## src/rtl/wb_commit.sv

```systemverilog
// Writeback commit: selects W-stage write data, commits it to the 32x32 GRF
// (with same-cycle read bypass) and records each architectural write in a trace FIFO.
module wb_commit #(
    parameter int TRACE_DEPTH = 8,
    parameter int DROP_W      = 8
) (
    input  logic              clk,
    input  logic              reset,
    input  logic [31:0]       W_AO,
    input  logic [31:0]       W_DR,
    input  logic [31:0]       W_pc,
    input  logic [31:0]       W_pc8,
    input  logic [4:0]        W_A3,
    input  logic [1:0]        SelWout_W,
    input  logic              RegWrite_W,
    input  logic [4:0]        D_A1,
    input  logic [4:0]        D_A2,
    output logic [31:0]       D_RD1,
    output logic [31:0]       D_RD2,
    output logic [31:0]       W_WD,
    output logic              trace_valid,
    input  logic              trace_ready,
    output logic [31:0]       trace_pc,
    output logic [4:0]        trace_a3,
    output logic [31:0]       trace_wd,
    output logic              trace_full,
    output logic [DROP_W-1:0] drop_cnt
);
    localparam int PW = $clog2(TRACE_DEPTH);
    localparam logic [PW:0]       PTR_ONE  = 1;
    localparam logic [DROP_W-1:0] DROP_ONE = 1;

    typedef struct packed {
        logic [31:0] pc;
        logic [4:0]  a3;
        logic [31:0] wd;
    } trace_t;

    logic [31:0]       grf_q [32];
    logic [31:0]       grf_d [32];
    trace_t            mem_q [TRACE_DEPTH];
    trace_t            mem_d [TRACE_DEPTH];
    logic [PW:0]       wr_ptr_q, wr_ptr_d, rd_ptr_q, rd_ptr_d;
    logic [DROP_W-1:0] drop_cnt_q, drop_cnt_d;
    logic              commit, empty, full, pop, push;
    trace_t            head;

    always_comb begin
        case (SelWout_W)
            2'd0:    W_WD = W_AO;
            2'd1:    W_WD = W_DR;
            2'd2:    W_WD = W_pc8;
            default: W_WD = 32'd0;
        endcase
    end

    assign commit = RegWrite_W && (W_A3 != 5'd0);

    always_comb begin
        if (D_A1 == 5'd0)                    D_RD1 = 32'd0;
        else if (commit && (D_A1 == W_A3))   D_RD1 = W_WD;
        else                                 D_RD1 = grf_q[D_A1];
    end

    always_comb begin
        if (D_A2 == 5'd0)                    D_RD2 = 32'd0;
        else if (commit && (D_A2 == W_A3))   D_RD2 = W_WD;
        else                                 D_RD2 = grf_q[D_A2];
    end

    assign empty = (wr_ptr_q == rd_ptr_q);
    assign full  = (wr_ptr_q[PW-1:0] == rd_ptr_q[PW-1:0]) && (wr_ptr_q[PW] != rd_ptr_q[PW]);
    assign pop   = !empty && trace_ready;
    // A pop in the same cycle frees the slot the push lands in, so full+pop still accepts.
    assign push  = commit && (!full || pop);

    always_comb begin
        grf_d      = grf_q;
        mem_d      = mem_q;
        wr_ptr_d   = wr_ptr_q;
        rd_ptr_d   = rd_ptr_q;
        drop_cnt_d = drop_cnt_q;
        if (pop)
            rd_ptr_d = rd_ptr_q + PTR_ONE;
        if (commit) begin
            grf_d[W_A3] = W_WD;
            if (push) begin
                mem_d[wr_ptr_q[PW-1:0]] = '{pc: W_pc, a3: W_A3, wd: W_WD};
                wr_ptr_d = wr_ptr_q + PTR_ONE;
            end else if (drop_cnt_q != '1) begin
                drop_cnt_d = drop_cnt_q + DROP_ONE;
            end
        end
    end

    always_ff @(posedge clk) begin
        if (!reset) begin
            for (int i = 0; i < 32; i++) grf_q[i] <= 32'd0;
            wr_ptr_q   <= '0;
            rd_ptr_q   <= '0;
            drop_cnt_q <= '0;
        end else begin
            grf_q      <= grf_d;
            wr_ptr_q   <= wr_ptr_d;
            rd_ptr_q   <= rd_ptr_d;
            drop_cnt_q <= drop_cnt_d;
        end
    end

    // Payload storage needs no reset; validity comes from the pointers.
    always_ff @(posedge clk) begin
        mem_q <= mem_d;
    end

    assign head        = mem_q[rd_ptr_q[PW-1:0]];
    assign trace_valid = !empty;
    assign trace_full  = full;
    assign trace_pc    = head.pc;
    assign trace_a3    = head.a3;
    assign trace_wd    = head.wd;
    assign drop_cnt    = drop_cnt_q;
endmodule

```

## config.mk

```make
export PLATFORM = sky130hd
export DESIGN_NAME = wb_commit
export DESIGN_NICKNAME = d
export VERILOG_FILES = /design/src/rtl/wb_commit.sv
export SDC_FILE = /design/constraint.sdc
export NUM_CORES = 2
export LEC_CHECK = 0
export BUFFER_PORTS_ARGS = -buffer_cell sky130_fd_sc_hd__buf_2
export CAP_MARGIN = 20
export CELL_PAD_IN_SITES_DETAIL_PLACEMENT = 2
export CELL_PAD_IN_SITES_GLOBAL_PLACEMENT = 2
export CORE_AREA = 2 2 401 403
export DETAILED_ROUTE_END_ITERATION = 8
export DIE_AREA = 0 0 403 405
export PLACE_DENSITY = 0.83
export SYNTH_ARGS = -nofsm -noshare
export SYNTH_HDL_FRONTEND = slang
export SYNTH_SLANG_ARGS = --single-unit
```

## constraint.sdc

```tcl
create_clock -name clk -period 17.24 [get_ports clk]
set_input_delay 0 -clock clk [delete_from_list [all_inputs] [get_ports clk]]
set_output_delay 0 -clock clk [all_outputs]
set_load 0.01 [all_outputs]
```

# [Yosys cells after proc, flatten, opt, wreduce, memory -nomap -nowiden]
# Cells that the tools add are included.
[word_totals] inputBits=149 elab_cells=120 register_bits=1592
[op_classes] eq_ne=8 n_mux=20 order_cmp=7 reduce_logical=17 add_sub_neg=3 bitwise=6
[ops] cell="$bwmux 1024" count=1
[ops] cell="$bwmux 552" count=1
[ops] cell="$bmux 32 s5" count=2
[ops] cell="$mux 32" count=9
[ops] cell="$bmux 69 s3" count=1
[ops] cell="$demux 69 s3" count=1
[ops] cell="$mux 69" count=3
[ops] cell="$demux 32 s5" count=1
[ops] cell="$pmux 32 s3" count=1
[ops] cell="$ge 6x6->1 const B" count=3
[ops] cell="$not 5->6" count=3
[ops] cell="$eq 5x5->1" count=2
[ops] cell="$logic_not 5->1" count=2
[ops] cell="$add 4x1->4 const B" count=2
[ops] cell="$add 8x1->8 const B" count=1
[ops] cell="$ge 4x4->1 const B" count=2
[ops] cell="$logic_and 1x1->1" count=8
[ops] cell="$ne 8x8->1 const B" count=1
[ops] cell="$not 3->4" count=2
[ops] cell="$lt 6x1->1 const B" count=1
[ops] cell="$reduce_bool 5->1" count=1
[ops] cell="$eq 4x4->1" count=1
[ops] cell="$lt 4x1->1 const B" count=1
[ops] cell="$eq 3x3->1" count=1
[ops] cell="other kinds (9)" count=10

# [Longest topological paths before layout]
[logic_depth] ltp_word=7 depth_mapped=10 ltp_nobuf=6

# [Least setup slack after synthesis]
# OpenSTA, ideal clock, no wires.
[synth_timing] path_kind="register to register" start="register rd_ptr_q[2]" end="register mem_q[483] in the netlist's numbering, enable pin" period_less_slack_ns=6.834 n_path_buf=2 stages_incl_launch_ff=8 path_slack_ns=10.406 arrival_time_ns=6.254 cell_sequence="dfxtp_1 -> clkbuf_1 -> xor2_1 -> or4b_1 -> clkbuf_1 -> o21ai_0 -> or2_2 -> nor3_1"
[synth_via] elab_chain_cells=6 word_cells_on_any_way=9 classes_between="2 x eq/ne; 7 x reduce/logical"
[synth_rtl] element="start: declaration" line="43" rtl="logic [PW:0] wr_ptr_q, wr_ptr_d, rd_ptr_q, rd_ptr_d;"
[synth_rtl] element="start signal: assignment" line="105" rtl="rd_ptr_q <= rd_ptr_d;"
[synth_rtl] element="$eq 4x4->1 / $eq 3x3->1 (equally long branches)" line="71, 72"
[synth_rtl] element="$logic_not 1->1 / $logic_and 1x1->1 (equally long branches)" line="73, 72"
[synth_rtl] element="$logic_and 1x1->1 / $logic_not 1->1 (equally long branches)" line="73, 75"
[synth_rtl] element="$logic_or 1x1->1 (*)" line="75" rtl="assign push = commit && (!full || pop);"
[synth_rtl] element="$logic_and 1x1->1 (*)" line="75"
[synth_rtl] element="$reduce_and 2->1 (no source line) (*)"
[synth_rtl] element="end signal: assignment" line="112" rtl="mem_q <= mem_d;"
[synth_rtl] element="end: declaration" line="41" rtl="trace_t mem_q [TRACE_DEPTH];"
# Mark *: on every way between the ends. The rest lies on a longest branch, timed or not.
# A chain may end at the register's enable or synchronous reset.

# [Final worst setup path]
[layout_timing] start="register rd_ptr_q[0]" end="register mem_q[390] in the netlist's numbering, enable pin"
# The elaborated chain is that of the path after synthesis.

==> results.md <==
- The run finished with clean final reports.
- The hold-critical path endpoint is mem_q[404].
- The total global-route track usage is 0.4555.
- The total die area is 0.1632 mm2.
- The worst register-to-register path ends at mem_q[390].
- The layout filler cell count is 14620.
- The clock tree skew after final layout is roughly 0.032 ns.
- The maximum level of the CTS H-tree is 4.
- Once layout is done, the placed cells without fillers occupy around 0.085 mm2.
- Setup violations remaining at the end of the flow were counted as 0.
- During I/O placement, the number of pins put on the boundary was 324.
- Hold timing on the final database bottoms out at a slack of 0.005014 ns.
- In the final layout, the share of cells above drive strength 1 is 0.2515.
- The critical path is of the reg -> reg type.
- For the worst setup path, the data arrival time is around 5.7 ns.
- The insertion delay of the later-clocked pin in the worst-skew pair is roughly 0.9 ns.
- The post-synthesis average cell area is 12.40 um2.
- The switching power is 2.805 mW.
- The kind of end point of the critical path is a register.
- The core area is 0.1593 mm2.
- The number of pins exceeding their max-slew limit in the final report is 0.
- The layer with the highest usage after global routing is met2.
- Of the total power, registers draw 0.425.
- The transition time at the pin with the least slew margin is roughly 1.4 ns.
- The synthesis-to-layout area growth is 14.41%.
- Of the total power, combinational logic draws 0.121.
- In this run the most critical hold path is launched from W_pc[22].
- Dividing the detail-routed wire length by the instance count gives 47.21 um.
- The worst pin sits at a relative slew slack of 0.04879.
- Setup repair after global routing left no endpoint under its margin.
- Clock tree synthesis selected as its root buffer the cell clkbuf_16.
- The critical path required time is between 15 and 20 ns.
- The number of distinct library cells after synthesis is 64.
- The TritonCTS clock tree is yes.
- Synthesis inferred 1592 register bits.
- The DRC marker count from the first detailed-route iteration is 11390.
- The filler-free cell count of the finished design is 8381.
- For this run, the number of Yosys warnings is 0.
- After global routing the overflow that remains totals 0.
- The internal reg-to-reg setup slack is between 10 and 15 ns.
- Post-CTS timing repair inserted 0 buffers for setup.
- The sequential-to-total area share from yosys stat is 0.5037.
- The startpoint type of the worst setup path is a register.
- The post-synth design cell area is 0.07424 mm2.
- The setup slack of the critical path after layout is ~12 ns.
- For met2 alone, demand over resource in global routing was 0.6952.
- The standard-cell row count is roughly 150.
- The library cells used most frequently in the layout, excluding fill and tap cells, are nor2_1, dfxtp_1, mux2i_1.
- The count of final hold-check violations was 0.
- The total power of the final layout is between 9 and 10 mW.
- The count of port buffers added during placement is 323.
- Of the total power, the share spent switching nets is 0.2980.
- The share of the cycle needed by the critical path after routing is 0.3029.
- The type of the tightest min-delay check is in -> reg.
- Subtracting the final worst setup slack from the clock period gives 5.221 ns.
- For this configuration, the core starts out at a cell density of 0.4661.
- After detailed placement, the total cell area comes to 0.07786 mm2.
- The worst hold path passes through 2 cells.
- Of all nets on the critical path, the largest fanout is 51.
- The number of instances in the placed design is approximately 8000.
- The number of optimization iterations in the first detailed-route pass is 6.
- The tree built by TritonCTS fans out to 1592 sinks.
- The DRC violation count after routing is 0.
- Timing would allow up to 191.5 MHz.
- The worst-case reg-to-reg path depth is 6.
- Of the total power, the clock network draws 0.455.
- The number of global-route vias before repair is 65870.
- Before CTS, the worst setup slack after placement is 12.34 ns.
- The global routing met3 resource utilization is 0.1616.
- The commonest non-fill, non-tap cell in the layout is nor2_1.
- In this run the power density over the cells is 110.8 mW/mm2.
- The aggregate routed wire length is 395.7 mm.
- The register clock-pin slew on the reported worst setup and hold paths is 0.08 ns.
- The die span in y is 405 um.
- The number of nets in the finished design is 6266.
- In the synthesized netlist the async set-or-reset flop fraction comes to 0.
- The net count after synthesis is 6137.
- The static leakage is 27.92 nW.
- Setup total negative slack on the finished layout was measured at 0 ns.
- The design internal power is about 6.6 mW.
- The maximum vdd drop is 88.63 uV.
- The number of antenna-violating nets in the routed design is 0.
- The congestion estimate from routability-driven global placement came to 0.8107.
- The sequential cell area in the final layout is 0.03741 mm2.
- After detailed routing, the number of vias per cell comes to 7.648.
- The initial antenna violation count is between 50 and 60.
- The synthesized design contains approximately 550 enable-type register cells.
- The number of CTS-inserted buffers is 173.
- Entering global routing, the biggest net connects 159 pins.
- The floorplan step set the die width to between 400 and 500 um.
- Detailed placement finished with a half-perimeter wire length of 190.6 mm.
- The beginning of the worst register-to-register path is rd_ptr_q[0].
- The first global-routing pass estimated 529.9 mm of wire.
- In the final layout, the multi-input gates occupy 0.03486 mm2.
- Measured on the finished design, the core utilization comes to 0.5333.
- The most used flip-flop cell after synthesis is dfxtp_1.
- In the synthesized netlist, the number of instances is ~6000.
- The number of max-capacitance violations reported is 0.
- The via total after detailed routing is ~64000.
- No sink is reached through more buffers than the 3 on the longest clock path.
- The global-route track usage on met1 is 0.5266.
power groups by stage:
stage               Sequential (mW)  Combinational (mW)  Clock, mW
finish                         4.00                1.13       4.28
global route                   4.00                1.14       4.37
CTS                            3.99                1.04       4.10
detailed placement             4.07               0.995          0
global placement               4.06               0.946          0
floorplan                      4.04               0.602          0
worst max path at each step:
| stage | cells after the start | endpoint | startpoint | slack (ns) |
|---|---|---|---|---|
| 4_1_cts | 6 | mem_q[109] | rd_ptr_q[0] | 12.20 |
| 6_report | 6 | mem_q[390] | rd_ptr_q[0] | 12.02 |
| 5_1_grt | 6 | mem_q[390] | rd_ptr_q[0] | 12.04 |
| 3_5_place_dp | 6 | mem_q[115] | rd_ptr_q[0] | 12.34 |
| 2_1_floorplan | 7 | mem_q[483] | rd_ptr_q[2] | 10.41 |
| 3_3_place_gp | 10 | D_RD1[13] | D_A1[1] | 12.72 |
registers in the layout, summed over array words and instances, names as in the netlist:
signal    flops
rd_ptr_q      4
drop_cnt      8
wr_ptr_q      4
grf_q      1024
mem_q       552
timing repair:
item	4_1_cts	5_1_grt
hold endpoints to repair	784	0
hold buffers	79	0
gates resized for setup	0	0
cells in the mapped netlist, drive strengths merged (7+ instances only):
master / number / area, um2
o21ai: 60 / 300.3
mux2i: 712 / 7127
nand4: 8 / 50.05
a21oi: 65 / 325.3
nand3b: 7 / 52.55
mux2: 93 / 1047
o211ai: 8 / 60.06
nor2: 1128 / 4267
nor4: 14 / 87.58
nor2b: 12 / 75.07
and2: 40 / 250.2
and3: 24 / 155.1
o21a: 20 / 150.1
dfxtp: 1040 / 20820
nand3: 76 / 380.4
xnor2: 12 / 105.1
nand2b: 12 / 75.07
nor3: 30 / 155.1
a22oi: 99 / 743.2
nand2: 134 / 503.0
clkbuf: 393 / 1475
mux4: 608 / 13690
o22ai: 61 / 381.6
a211oi: 420 / 3153
buf: 217 / 1127
edfxtp: 552 / 16580
a221oi: 22 / 192.7
xor2: 9 / 78.83
inv: 21 / 78.83
a221o: 16 / 160.2
logic make-up after synthesis:
logic type / synth area share
buf+inv: 0.03627
xor+xnor: 0.002478
simple gates: 0.08410
fa+ha+maj: 0.0005057
flops: 0.5037
mux: 0.2946
compound gates: 0.07837
final cells by class:
type	instances	area share
clock buffer	251	0.06076
timing repair buffer	564	0.04484
sequential	1592	0.4404
multi-input combinational	3759	0.4104
antenna	33	0.0009722
inverter	24	0.001149
tap	2086	0.03073
clock inverter	72	0.01078
critical path, stage by stage (launching register included):
cell and delay [ns]:
dfxtp_4 1.02, xor2_1 0.57, or4b_1 0.58, o21ai_0 0.32, or2_2 0.50, nor2_4 0.73, buf_4 0.96
metal layers:
layer  up-vias  part of all wire  routed length (um)
li1      22870                 -                   -
met5         -           0.00075                 296
met1     32110              0.33              131200
met4        40             0.095               37780
met2      6581              0.44              172800
met3      2494              0.14               53610
(Power assumes the default switching activity.)
